## src/rtl/seg7_bus_reader_if.sv

```systemverilog
// Multiplexed 7-segment bus plus decoded-frame status.
// The master drives the segment/digit lines; the slave (reader) returns the frame.
interface seg7_bus_reader_if #(
  parameter int NUM_DIGITS = 4
);
  logic [6:0]              seg_in;
  logic [NUM_DIGITS-1:0]   dig_sel;
  logic [4*NUM_DIGITS-1:0] value_out;
  logic                    valid_out;
  logic                    frame_err;
  logic [NUM_DIGITS-1:0]   seen_mask;

  modport master (
    output seg_in, dig_sel,
    input  value_out, valid_out, frame_err, seen_mask
  );

  modport slave (
    input  seg_in, dig_sel,
    output value_out, valid_out, frame_err, seen_mask
  );
endinterface

```

## src/rtl/seg7_bus_reader.sv

```systemverilog
// Watches a multiplexed 7-segment bus, decodes each settled digit back
// to a hex nibble and publishes a full frame with a one-cycle valid pulse.
module seg7_bus_reader #(
  parameter int NUM_DIGITS    = 4,
  parameter int STABLE_CYCLES = 4,
  parameter bit ACTIVE_LOW    = 1'b0
) (
  input logic              clk,
  input logic              rst,
  seg7_bus_reader_if.slave bus
);
  localparam int SW = 7 + NUM_DIGITS;
  localparam int VW = 4 * NUM_DIGITS;
  localparam logic [7:0] STAB_LAST = 8'(STABLE_CYCLES - 1);

  logic [SW-1:0]         in_w;
  logic [SW-1:0]         sample_q;
  logic [7:0]            stab_cnt;
  logic                  captured;
  logic [VW-1:0]         shadow;
  logic                  err_acc;
  logic [NUM_DIGITS-1:0] seen_q;
  logic [VW-1:0]         value_q;
  logic                  valid_q;
  logic                  ferr_q;

  logic [NUM_DIGITS-1:0] samp_dig;
  logic [6:0]            samp_seg;
  logic                  one_hot;
  logic                  do_cap;
  logic                  done;
  logic                  legal;
  logic [3:0]            nib;
  logic [NUM_DIGITS-1:0] seen_base;
  logic                  acc_base;

  assign in_w = ACTIVE_LOW ? ~{bus.dig_sel, bus.seg_in}
                           :  {bus.dig_sel, bus.seg_in};

  assign samp_dig = sample_q[SW-1:7];
  assign samp_seg = sample_q[6:0];
  assign one_hot  = (samp_dig != '0) &&
                    ((samp_dig & (samp_dig - 1'b1)) == '0);
  assign do_cap   = (stab_cnt == STAB_LAST) && !captured && one_hot;
  assign done     = &seen_q;

  assign seen_base = done ? '0 : seen_q;
  assign acc_base  = done ? 1'b0 : err_acc;

  // Segment pattern to nibble; anything off the table is illegal
  always_comb begin
    legal = 1'b1;
    nib   = 4'h0;
    case (samp_seg)
      7'h3F: nib = 4'h0;
      7'h06: nib = 4'h1;
      7'h5B: nib = 4'h2;
      7'h4F: nib = 4'h3;
      7'h66: nib = 4'h4;
      7'h6D: nib = 4'h5;
      7'h7D: nib = 4'h6;
      7'h07: nib = 4'h7;
      7'h7F: nib = 4'h8;
      7'h6F: nib = 4'h9;
      7'h77: nib = 4'hA;
      7'h7C: nib = 4'hB;
      7'h39: nib = 4'hC;
      7'h5E: nib = 4'hD;
      7'h79: nib = 4'hE;
      7'h71: nib = 4'hF;
      default: legal = 1'b0;
    endcase
  end

  // Sampling, dwell tracking, capture and frame publication
  always_ff @(posedge clk) begin
    if (rst) begin
      sample_q <= '0;
      stab_cnt <= '0;
      captured <= 1'b0;
      shadow   <= '0;
      err_acc  <= 1'b0;
      seen_q   <= '0;
      value_q  <= '0;
      valid_q  <= 1'b0;
      ferr_q   <= 1'b0;
    end else begin
      sample_q <= in_w;
      valid_q  <= done;
      if (done) begin
        value_q <= shadow;
        ferr_q  <= err_acc;
      end
      seen_q  <= seen_base | (do_cap ? samp_dig : '0);
      err_acc <= acc_base | (do_cap && !legal);
      for (int i = 0; i < NUM_DIGITS; i++) begin
        if (do_cap && legal && samp_dig[i])
          shadow[4*i +: 4] <= nib;
      end
      if (do_cap)
        captured <= 1'b1;
      // A new sample starts a fresh dwell; this wins over a capture
      if (in_w == sample_q) begin
        if (stab_cnt != 8'hFF)
          stab_cnt <= stab_cnt + 8'd1;
      end else begin
        stab_cnt <= '0;
        captured <= 1'b0;
      end
    end
  end

  assign bus.value_out = value_q;
  assign bus.valid_out = valid_q;
  assign bus.frame_err = ferr_q;
  assign bus.seen_mask = seen_q;
endmodule

```

## src/flat_wrapper.sv

```systemverilog
// flat-port wrapper written by rule: the top's interface ports become plain ports
module seg7_bus_reader_flat 
#(
  parameter int NUM_DIGITS    = 4,
  parameter int STABLE_CYCLES = 4,
  parameter bit ACTIVE_LOW    = 1'b0
)
  (clk, rst, bus_seg_in, bus_dig_sel, bus_value_out, bus_valid_out, bus_frame_err, bus_seen_mask);
  seg7_bus_reader_if #(.NUM_DIGITS(NUM_DIGITS)) bus_i ();
  input logic clk;
  input logic rst;
  input wire logic [$bits(bus_i.seg_in)-1:0] bus_seg_in;
  input wire logic [$bits(bus_i.dig_sel)-1:0] bus_dig_sel;
  output wire logic [$bits(bus_i.value_out)-1:0] bus_value_out;
  output wire logic [$bits(bus_i.valid_out)-1:0] bus_valid_out;
  output wire logic [$bits(bus_i.frame_err)-1:0] bus_frame_err;
  output wire logic [$bits(bus_i.seen_mask)-1:0] bus_seen_mask;
  assign bus_i.seg_in = bus_seg_in;
  assign bus_i.dig_sel = bus_dig_sel;
  assign bus_value_out = bus_i.value_out;
  assign bus_valid_out = bus_i.valid_out;
  assign bus_frame_err = bus_i.frame_err;
  assign bus_seen_mask = bus_i.seen_mask;
  seg7_bus_reader #(.NUM_DIGITS(NUM_DIGITS), .STABLE_CYCLES(STABLE_CYCLES), .ACTIVE_LOW(ACTIVE_LOW)) u_core (.clk(clk), .rst(rst), .bus(bus_i));
endmodule
```

## config.mk

```make
export PLATFORM = sky130hd
export DESIGN_NAME = seg7_bus_reader_flat
export DESIGN_NICKNAME = d
export VERILOG_FILES = /design/src/rtl/seg7_bus_reader_if.sv /design/src/rtl/seg7_bus_reader.sv /design/src/flat_wrapper.sv
export SDC_FILE = /design/constraint.sdc
export NUM_CORES = 1
export LEC_CHECK = 0
export CAP_MARGIN = 20
export CORE_UTILIZATION = 58
export DETAILED_ROUTE_END_ITERATION = 7
export GPL_ROUTABILITY_DRIVEN = 0
export PLACE_DENSITY = 0.83
export SLEW_MARGIN = 20
export SYNTH_ARGS = -nofsm -noshare
export SYNTH_HDL_FRONTEND = slang
export SYNTH_SLANG_ARGS = --single-unit
```

## constraint.sdc

```tcl
create_clock -name clk -period 5.8 [get_ports clk]
set_input_delay 0.87 -clock clk [delete_from_list [all_inputs] [get_ports clk]]
set_output_delay 0.87 -clock clk [all_outputs]
set_load 0.03 [all_outputs]
```

==> flow_summary_export.csv <==
group,metric,value,unit
logic_synthesis,ys_seq_elements,59,
logic_synthesis,yosysTopAreaCell,"dfxtp_1",
worst_setup_path,path_class,"reg2reg",
worst_setup_path,required,6.03,ns
min_path,whs_path_depth,2,
placement,place_hpwl,3410,um
min_path,min_from,"u_core.bus.value_out[12]$_SDFFE_PP0P_",
drt,vias_per_cell,5.72,
cts,clk_path_buf_depth,2,
timing,fin_crit,2.38,ns
power_and_ir_drop,p_sw_frac,0.214,
logic_synthesis,yosysWarningCount,0,
worst_setup_path,critPathBufInv,0,
logic_synthesis,synth_edf_count,0,
global_route,antenna_found_initial,0,
floorplanning,chipWidth,69.3,um
power_and_ir_drop,ir_worst_vdd,0.000244,V
global_route,grt_pass1_vias,2122,
worst_setup_path,arrival,2.61,ns
floorplanning,start_util,0.603,
power_and_ir_drop,seqPwrFrac,0.465,
timing,rsz0062_at_grt,"no",
logic_synthesis,yosys.area_share.simple,0.268,
worst_setup_path,cp-end-kind,"register",
worst_setup_path,cp-start-kind,"register",
timing,fin_crit_sh,0.410,
worst_setup_path,crit_path_top_delay_cell,"nor3_2",
min_path,min_path_type,"reg2reg",
global_route,grt_pass1_wl,9560,um
power_and_ir_drop,net-switching-power,0.000198,W
power_and_ir_drop,cellPowerDensity,291,nW/um^2
drt,drtPass1Iterations,4,
global_route,grt_start_max_net_pins,57,
logic_synthesis,syn_nets,330,
cts,post_cts_resized,0,
finish,drive_gt1_frac,0.0583,
power_and_ir_drop,power.internal,0.000725,W
placement,numPortBuffers,34,
drt,drc,0,
logic_synthesis,synth_cells,316,
timing,relSlewSlack,0.320,
drt,wl_met3,215,um
timing,fin_skew,0.00458,ns
timing,hold_viol_final,0,
logic_synthesis,synth.avg_cell_area,8.31,sq um
worst_setup_path,path_cells,"or4b_1, o32ai_1, and3_1, nor3_2, a21oi_1, o32ai_1",
finish,fillers,348,
job,cap_violations,0,
floorplanning,fp-row-count,24,
logic_synthesis,synth_fa_ha_area_frac,0.00477,
timing,max_freq,421,MHz
cts,htreeDepth,3,
status,status,"completed",
cts,post-cts-setup-buffers,0,
worst_setup_path,ff2ff_path_depth,6,
logic_synthesis,syn_area,2630,sq um
logic_synthesis,synth_cell_types,44,
logic_synthesis,yosys.cell_count.top_type,"dfxtp_1",
cts,root_buffer,"clkbuf_8",
cts,worstSkewPairLatency,0.33,ns
logic_synthesis,ys.flop_type,"dfxtp_1",
drt,wl_met2,2590,um
logic_synthesis,async_flop_share,0,
logic_synthesis,synth_common_cells,"dfxtp_1, nand2_1, a21oi_1",
timing,final-setup-viol-count,0,
power_and_ir_drop,p_total,0.000923,W
placement,place_ws,3.33,ns
logic_synthesis,synthTopCellsByArea,"dfxtp_1, a21oi_1, nand2_1",
logic_synthesis,synthXorXnorAreaFrac,0.0500,
power_and_ir_drop,clkPwrFrac,0.489,
power_and_ir_drop,power_leakage,1.11,nW
floorplanning,coreArea,4350,sq um
timing,slew_violations,0,
cts,clock_sinks,59,
worst_setup_path,r2r_start,"u_core.sample_q[6]$_SDFF_PP0_",
logic_synthesis,synth_compound_area_frac,0.158,
drt,vias,2259,
global_route,grt_usage,0.249,
worst_setup_path,crit_fanout,17,
finish,syn_to_final_growth,20.8,%
worst_setup_path,crit_top_cell,"o32ai_1",
drt,wl_per_cell,13.9,um
worst_setup_path,critPathLaunch,"u_core.sample_q[6]$_SDFF_PP0_",
power_and_ir_drop,power_frac_comb,0.046,
timing,worst_pin_slew,1.01,ns
drt,drt_wl_total,5470,um
logic_synthesis,synth_mux_area_frac,0.0229,
worst_setup_path,cp_top_family,"simple AND/OR/NAND/NOR gates",
timing,finalSetupTns,0,ns
logic_synthesis,synth_top_area_frac,0.450,
cts,clk_pin_slew,0.07,ns
floorplanning,die_area,4800,sq um
cts,ctsHoldBuffers,0,
finish,antenna_cells,0,
worst_setup_path,crit_cells,6,
drt,dr.first_iter.drc_count,158,
cts,cts_buffers,9,
floorplanning,dieHeight,69.3,um
floorplanning,ios,35,
drt,route.antenna.remaining_nets,0,
timing,layout_setup_ws,3.42,ns
logic_synthesis,yosysSeqAreaShare,0.450,
worst_setup_path,max_stage_delay,0.76,ns
cts,tritoncts,"built",
logic_synthesis,synth_top_family_by_area,"simple AND/OR/NAND/NOR gates",
drt,wl_met1,2580,um
finish,nNetsFinal,352,
global_route,overflow,0,
drt,highest_layer,"met4",
cell families after synthesis:
| kind of cell | Yosys count |
|---|---|
| AOI/OAI and AO/OA | 69 |
| xor gates and xnor gates | 15 |
| adders and majority gates | 1 |
| buffers and inverters | 29 |
| DFF | 59 |
| muxes | 6 |
| and+or+nand+nor | 137 |
state kept, by name (all words and copies together), names as in the netlist:
register,count
u_core.bus.frame_err,1
u_core.bus.seen_mask,4
u_core.bus.valid_out,1
u_core.bus.value_out,16
u_core.captured,1
u_core.err_acc,1
u_core.sample_q,11
u_core.shadow,16
u_core.stab_cnt,8
power by group through the flow:
stage | logic (W) | clock network, W | registers (W)
6_report | 0.0000422 | 0.000452 | 0.000429
5_1_grt | 0.0000478 | 0.000475 | 0.000431
4_1_cts | 0.0000422 | 0.000459 | 0.000429
3_5_place_dp | 0.0000418 | 0 | 0.000438
3_3_place_gp | 0.0000402 | 0 | 0.000437
2_1_floorplan | 0.0000351 | 0 | 0.000429
cell type report:
class	count	area (sq um)	share of cell area
sequential	59	1180	0.372
inverter	6	22.5	0.00710
tap	52	65.1	0.0205
timing repair buffer	34	335	0.106
clock buffer	13	179	0.0564
clock inverter	3	67.6	0.0213
multi-input combinational	228	1320	0.417
path summary, 6_finish.rpt:
check	to	slack, ns
hold reg to reg	u_core.bus.value_out[12]$_SDFFE_PP0P_	0.45
hold / removal	u_core.bus.value_out[12]$_SDFFE_PP0P_	0.45
setup / recovery	u_core.shadow[1]$_SDFFE_PP0P_	3.42
setup reg to reg	u_core.shadow[1]$_SDFFE_PP0P_	3.42
layer usage:
layer	track usage	vias up
li1	-	1149
met1	0.318	1041
met2	0.399	61
met3	0.0480	8
met4	0.129	0
met5	0	-
worst min-delay path: stages (launching register included):
cell     delay [ns]
dfxtp_1        0.31
nand2_1        0.05
a21oi_1        0.05
metrics by stage:
step,util,instance area (sq um),std cells,hold slack [ns]
after floorplan,-,2630,316,0.424
after global placement,0.672,2930,379,0.436
after detailed placement,0.672,2930,379,0.442
after CTS,0.728,3170,395,0.453
after global routing,0.728,3170,395,0.477
final,0.728,3170,395,0.452
cell usage in the layout (no fill, tap or decap), types with 3 or more instances in the layout:
master	synthesis	routed
dfxtp_1	59	59
nand2_1	50	50
a21oi_1	38	38
clkdlybuf4s50_1	0	33
nor2_1	17	17
nor2b_1	16	16
nand3_1	15	15
xor2_1	14	14
clkbuf_8	0	13
o21ai_0	7	7
nand2b_1	6	6
inv_1	6	6
mux2i_1	6	6
nand4_1	5	5
o31ai_1	5	5
o32ai_1	5	5
nor4_1	4	4
and3_1	4	4
a31oi_1	4	4
or3_1	3	3
nand3b_1	3	3
No activity file was read; power rests on OpenSTA's default activity.
